`src/rtl/regfile_mp.sv`:
```
// -----------------------------------------------------------------------------
// regfile_mp
//   Multi-ported register file with two combinational read ports, two write
//   ports (port 1 has priority on an address collision) and a pending-write
//   scoreboard. After reset, a self-clearing sequence walks every entry and
//   zeroes it. The block accepts traffic only once that sequence has finished.
//   Register 0 is hardwired to zero and is never busy.
//
// Parameters
//   XLEN   data width of each register
//   NREGS  register count (power of two, >= 4)
//
// Ports
//   clk, rst                      clock, synchronous active-high reset
//   rd_addr_a/b -> rd_data_a/b    combinational reads with write bypass
//   wr0_en/addr/data              write port 0
//   wr1_en/addr/data              write port 1 (wins over port 0)
//   iss_en/iss_addr               mark a register as pending write
//   busy_a/b                      pending status of the read addresses
//   ready                         clear sequence done, block accepts traffic
// -----------------------------------------------------------------------------
module regfile_mp #(
  parameter int XLEN  = 32,
  parameter int NREGS = 32,
  localparam int AW   = $clog2(NREGS)
) (
  input  logic            clk,
  input  logic            rst,
  input  logic [AW-1:0]   rd_addr_a,
  input  logic [AW-1:0]   rd_addr_b,
  output logic [XLEN-1:0] rd_data_a,
  output logic [XLEN-1:0] rd_data_b,
  input  logic            wr0_en,
  input  logic [AW-1:0]   wr0_addr,
  input  logic [XLEN-1:0] wr0_data,
  input  logic            wr1_en,
  input  logic [AW-1:0]   wr1_addr,
  input  logic [XLEN-1:0] wr1_data,
  input  logic            iss_en,
  input  logic [AW-1:0]   iss_addr,
  output logic            busy_a,
  output logic            busy_b,
  output logic            ready
);

  localparam logic [0:0] CLEAR = 1'b0;
  localparam logic [0:0] RUN   = 1'b1;

  logic [0:0]      r_state;
  logic [AW-1:0]   r_ptr;
  logic [NREGS-1:0] r_pend;
  logic [XLEN-1:0] r_regs [NREGS];

  logic w_ready;
  logic w_wr0_ok;
  logic w_wr1_ok;
  logic w_iss_ok;

  assign w_ready  = (r_state == RUN);
  assign ready    = w_ready;

  // Every write/issue is qualified by RUN and by a non-zero address, which
  // is what keeps register 0 constant and never pending.
  assign w_wr0_ok = w_ready && wr0_en && (wr0_addr != '0);
  assign w_wr1_ok = w_ready && wr1_en && (wr1_addr != '0);
  assign w_iss_ok = w_ready && iss_en && (iss_addr != '0);

  // Read value seen by a port: bypass from an in-flight write (port 1 first),
  // otherwise the stored entry. Zero before ready and for address 0.
  function automatic logic [XLEN-1:0] read_mux(input logic [AW-1:0] addr);
    logic [XLEN-1:0] v;
    v = '0;
    if (w_ready && (addr != '0)) begin
      if (w_wr1_ok && (wr1_addr == addr))      v = wr1_data;
      else if (w_wr0_ok && (wr0_addr == addr)) v = wr0_data;
      else                                     v = r_regs[addr];
    end
    return v;
  endfunction

  // A register being written this cycle is not reported busy, matching the
  // bypassed data the same port is returning.
  function automatic logic busy_of(input logic [AW-1:0] addr);
    logic hit;
    hit = (w_wr1_ok && (wr1_addr == addr)) || (w_wr0_ok && (wr0_addr == addr));
    return w_ready && (addr != '0) && r_pend[addr] && !hit;
  endfunction

  always_comb begin
    rd_data_a = read_mux(rd_addr_a);
    rd_data_b = read_mux(rd_addr_b);
    busy_a    = busy_of(rd_addr_a);
    busy_b    = busy_of(rd_addr_b);
  end

  // Control: state, clear pointer and scoreboard.
  always_ff @(posedge clk) begin
    if (rst) begin
      r_state <= CLEAR;
      r_ptr   <= '0;
      r_pend  <= '0;
    end else if (r_state == CLEAR) begin
      r_ptr <= r_ptr + AW'(1);
      if (r_ptr == AW'(NREGS - 1)) r_state <= RUN;
    end else begin
      // Clears first, set last: an issue in the same cycle as a write to the
      // same register leaves it pending.
      if (w_wr0_ok) r_pend[wr0_addr] <= 1'b0;
      if (w_wr1_ok) r_pend[wr1_addr] <= 1'b0;
      if (w_iss_ok) r_pend[iss_addr] <= 1'b1;
    end
  end

  // Storage: zeroed entry by entry during CLEAR; the port 1 assignment comes
  // last so it overrides port 0 on a shared address.
  always_ff @(posedge clk) begin
    if (r_state == CLEAR) begin
      r_regs[r_ptr] <= '0;
    end else begin
      if (w_wr0_ok) r_regs[wr0_addr] <= wr0_data;
      if (w_wr1_ok) r_regs[wr1_addr] <= wr1_data;
    end
  end

endmodule

```
`config.mk`:
```
export PLATFORM = sky130hd
export DESIGN_NAME = regfile_mp
export DESIGN_NICKNAME = d
export VERILOG_FILES = /design/src/rtl/regfile_mp.sv
export SDC_FILE = /design/constraint.sdc
export NUM_CORES = 2
export LEC_CHECK = 0
export ABC_AREA = 1
export CELL_PAD_IN_SITES_DETAIL_PLACEMENT = 0
export CELL_PAD_IN_SITES_GLOBAL_PLACEMENT = 2
export CORE_MARGIN = 2
export CORE_UTILIZATION = 37
export DETAILED_ROUTE_END_ITERATION = 12
export PLACE_DENSITY_LB_ADDON = 0.1
export SYNTH_ARGS = -nofsm -noshare
export SYNTH_HDL_FRONTEND = slang
export SYNTH_SLANG_ARGS = --single-unit
```
`constraint.sdc`:
```
create_clock -name clk -period 7.5 [get_ports clk]
set_clock_uncertainty 0.15 [all_clocks]
set_input_delay 1.875 -clock clk [delete_from_list [all_inputs] [get_ports clk]]
set_output_delay 1.875 -clock clk [all_outputs]
set_load 0.01 [all_outputs]
```
# ---- Word-level counts from Yosys, hierarchy flattened
# Memory sizes are Yosys's and may differ from the RTL's.
# Cells that the tools add are included.
dict set report classes {
  add_sub_neg 1
  order_cmp 8
  eq_ne 5
  n_mux 35
  n_bitwise 5
  n_reduce_logical 29
}
# cell n
set ops {}
lappend ops {{32-bit two-way mux} 14}
lappend ops {{32-bit bitwise AND} 2}
lappend ops {{32-bit NOT} 2}
lappend ops {{32-bit bitwise OR} 1}
lappend ops {{32-bit OR reduction} 1}
lappend ops {{5-bit by 6-bit < comparator with 1-bit output, second input constant} 5}
lappend ops {{5-bit nonzero test} 5}
lappend ops {{5-bit equality test} 4}
lappend ops {{1-bit logical AND} 19}
lappend ops {{1-bit demux with 5-bit select} 3}
lappend ops {{5-bit by 1-bit greater-or-equal comparator with 1-bit output, second input constant} 3}
lappend ops {{1-bit two-way mux} 15}
lappend ops {{1-bit binary-select mux with 5-bit select} 2}
lappend ops {{5-bit by 1-bit adder with 5-bit output, second input constant} 1}
lappend ops {{5-bit equality test, second input constant} 1}
lappend ops {{5-bit two-way mux} 1}
lappend ops {{1-bit zero test} 2}
lappend ops {{1-bit logical OR} 2}
dict set report word_totals {
  register_bits 38
  ramBits 1024
  in_bits 94
  out_inout_bits 67
  wordCells 87
  memories 1
}
# name words word_bits rd rd_clocked_by_memory_dff wr line
set memory_table {}
lappend memory_table {r_regs 32 32 2 0 2 52} ;# logic [XLEN-1:0] r_regs [NREGS];

# ---- Logic depth before layout (Yosys ltp)
dict set report logic_depth {
  depth_word 15
  depth_mapped 13
  mapped_depth_nobuf 10
}

# ---- Least setup slack after synthesis
# OpenSTA, ideal clock, no wires.
dict set report synth_timing {
  kind {input to register}
  startpoint {input wr0_addr[2]}
  endpoint {memory r_regs[12][0] (enable)}
  setup_time_ns 0.466
  arrival_ns 5.230
  path_slack_ns 1.655
  stages 11
  path_buffers 2
  path_cell_list {buf_4 nor3_4 nand2_2 nand2_4 buf_6 nand2_1 o21ai_2 inv_2 nor2_1 nand2_1 o21ai_0}
}
# element line
set synth_rtl {}
lappend synth_rtl {{start, declared} 34} ;# input logic [AW-1:0] wr0_addr,
lappend synth_rtl {{end, declared} 52}

# ---- Final worst setup path
dict set report layout_timing {
  startpoint {input wr0_addr[3]}
  endpoint {output rd_data_a[5]}
}
dict set report layout_via {
  elab_chain_cells 6
  elab_cells_between_ends 7
}
# element line
set layout_rtl {}
lappend layout_rtl {{5-bit nonzero test} 64} ;# assign w_wr0_ok = w_ready && wr0_en && (wr0_addr != '0);
lappend layout_rtl {{1-bit logical AND} 64}
lappend layout_rtl {{1-bit logical AND (*)} 75} ;# else if (w_wr0_ok && (wr0_addr == addr)) v = wr0_data;
lappend layout_rtl {{32-bit two-way mux (*)} 75}
lappend layout_rtl {{32-bit two-way mux (*)} 74} ;# if (w_wr1_ok && (wr1_addr == addr)) v = wr1_data;
lappend layout_rtl {{32-bit two-way mux (*)} 73} ;# if (w_ready && (addr != '0)) begin
lappend layout_rtl {{end, declared} 31} ;# output logic [XLEN-1:0] rd_data_a,
# Every way passes the cells marked *; elsewhere a longest branch is shown, timed or not.

==> reports/metrics.yaml <==
status: "completed"
ys_async_sr_fraction_pct: 0
r2r-end: "r_regs[16][28]"
grt_usage_pct: 36.19
clockBufferDepth: 3
initial_core_util_pct: 37.34
power.clock.fraction_pct: 45.0
synth.area.top_cells: "edfxtp_1, nand2_1, o21ai_0"
cp.arrival_ps: 5020
clk_root_buffer_cell: "clkbuf_16"
p_per_area_nw_per_um2: 199.9
fillCellCount: 18130
seqCellArea_um2: 31510
drv_cap: 0
layout_setup_ws_ps: 457.5
r2r_cells: 10
start_kind: "primary input"
row_count: 155
core_area_um2: 178800
tightest_slew_ps: 1451
wirelength_um: 342000
portBuffers: 160
relSlewSlack_pct: 2.927
synth_area_per_cell_um2: 7.327
power_frac_seq_pct: 43.6
die_w_um: 428.8
finalHoldViolations: 0
antenna_found_initial: 15
via_per_inst: 5.950
ios: 161
period_needed_ps: 7042
cp-startpoint: "wr0_addr[3]"
synth_area_um2: 66760
fin_tns_setup_ps: 0
hold_buffers: 0
drv_slew: 0
rsz0062_at_grt: "false"
power_switching_w: 0.004126
post_cts_resized: 0
dp_hpwl_um: 194600
cts_max_level: 4
max_freq_mhz: 142.0
ys_warn_count: 0
drive_gt1_share_pct: 6.352
internal_power_w: 0.01080
syn-instance-count: 9111
clock_latency_ps: 790
grt_pass1_wl_um: 476800
end_kind: "primary output"
ys.flop_type: "edfxtp_1"
clkTransAtPathRegs_ps: 60
grt_pass1_vias: 61490
max-vdd-ir-drop_mv: 0.1992
synth_top_cell_area_share_pct: 46.06
die_h_um: 428.8
synth_edf_count: 1024
ys_ff_latch: 1062
nets: 8850
gp_congestion: 0.8629
multi_input_area_um2: 30460
hp-class: "reg2reg"
dp_worst_setup_slack_ps: 468.6
drt-wirelength-per-cell_um: 30.47
post-route-drc-count: 0
synthDistinctLibCells: 34
syn2layout_area_growth_pct: 11.88
synth-seq-area-share_pct: 47.20
drt_iter0_markers: 9533
crit_end: "rd_data_a[5]"
overflow: 0
r2r_setup_slack_ps: 2850
tritoncts: "yes"
cts_sinks: 1062
cp_max_fo: 18
die_area_um2: 183800
syn_nets: 9207
dr.pass1.iters: 8
required_ps: 5480
synth.largest_area_cell: "edfxtp_1"
cts_setup_buffers: 0
numCtsBuffers: 136
worstSetupPathType: "in2out"
p_comb_share_pct: 11.5
antenna_left: 0
num_vias: 66790
leakage_nw: 28.40
r2r_start: "ready"
setup_viol: 0
swShare_pct: 27.63
min_period_over_period_pct: 93.90
grt_max_degree: 146
synth_most_common_cell: "nand2_1"
hold_slack_ps: 310.7
synth_common_cells: "nand2_1, o21ai_0, nand3_1"
==> power groups by stage <==
stage               logic, W  registers [W]  clock network [W]
detailed placement   0.00167        0.00663                  0
floorplan           0.000934        0.00663                  0
global placement     0.00167        0.00663                  0
CTS                  0.00168        0.00650            0.00673
global route         0.00181        0.00651            0.00694
finish               0.00172        0.00650            0.00671
==> logic make-up (layout without fill, tap and decap cells) <==
logic type	count (synthesis)	in the layout	share of synthesized area [%]
and+or+nand+nor	5015	5015	30.76
other	0	6	0
AOI/OAI and AO/OA	1800	1800	13.56
buffers and inverters	1216	968	8.237
adders and majority gates	2	2	0.03748
DFF	1062	1062	47.20
xor gates and xnor gates	16	16	0.2099
==> critical path: stages <==
cell and delay (ps):
clkdlybuf4s50_1 590, nor3_4 350, nand2_2 100, nand2_4 70, inv_2 130, nand2_2 740, buf_4 290, nand2_1 60
a21oi_1 180, clkdlybuf4s50_1 590
==> state kept, by name, indices dropped and copies added, names as in the netlist <==
signal  flops
r_ptr       5
r_regs   1024
r_pend     32
ready       1
==> stage by stage <==
stage / area [um2] / util, % / power (W) / std cells
after floorplan: 66760 / - / 0.007560 / 9111
after global placement: 70300 / 39.31 / 0.008300 / 10970
after detailed placement: 70300 / 39.31 / 0.008298 / 10970
after CTS: 74680 / 41.76 / 0.01491 / 11220
after global routing: 74680 / 41.77 / 0.01526 / 11220
final: 74690 / 41.77 / 0.01493 / 11220
==> cells in the final DEF (no fill, tap or decap), drive strengths merged, types with 27 or more instances in the layout <==
| cell | count |
|---|---|
| a21oi | 380 |
| inv | 327 |
| clkdlybuf4s50 | 150 |
| nand2 | 3647 |
| o21ai | 1406 |
| buf | 240 |
| clkinv | 56 |
| dfxtp | 38 |
| nor3 | 27 |
| nand3 | 1242 |
| edfxtp | 1024 |
| clkbuf | 181 |
| nor2 | 80 |
==> how the worst min path moves through the flow <==
stage	startpoint	to	slack [ps]	cells past startpoint
final	r_pend[0]	r_pend[0]	310	2
after global routing	r_pend[0]	r_pend[0]	350	2
after CTS	r_pend[0]	r_pend[0]	310	2
after detailed placement	r_pend[0]	r_pend[0]	300	2
after global placement	r_pend[0]	r_pend[0]	300	2
after floorplan	r_pend[0]	r_pend[0]	280	2
==> layout make-up <==
type                    count  share of cell area, %
well taps                2355                  3.945
flip-flops and latches   1062                  42.19
diodes                      6                0.02010
multi-input cells        6833                  40.78
repair buffers            394                  5.464
clock buffers             177                  4.974
inverters                 327                  1.739
clock inverters            70                 0.8912
==> metal layers <==
metal,wire (um),GRT usage [%]
met3,35820,7.607
met4,18260,17.20
met1,136400,47.92
met5,29,0
met2,151500,56.38
No activity file was read; power rests on OpenSTA's default activity.
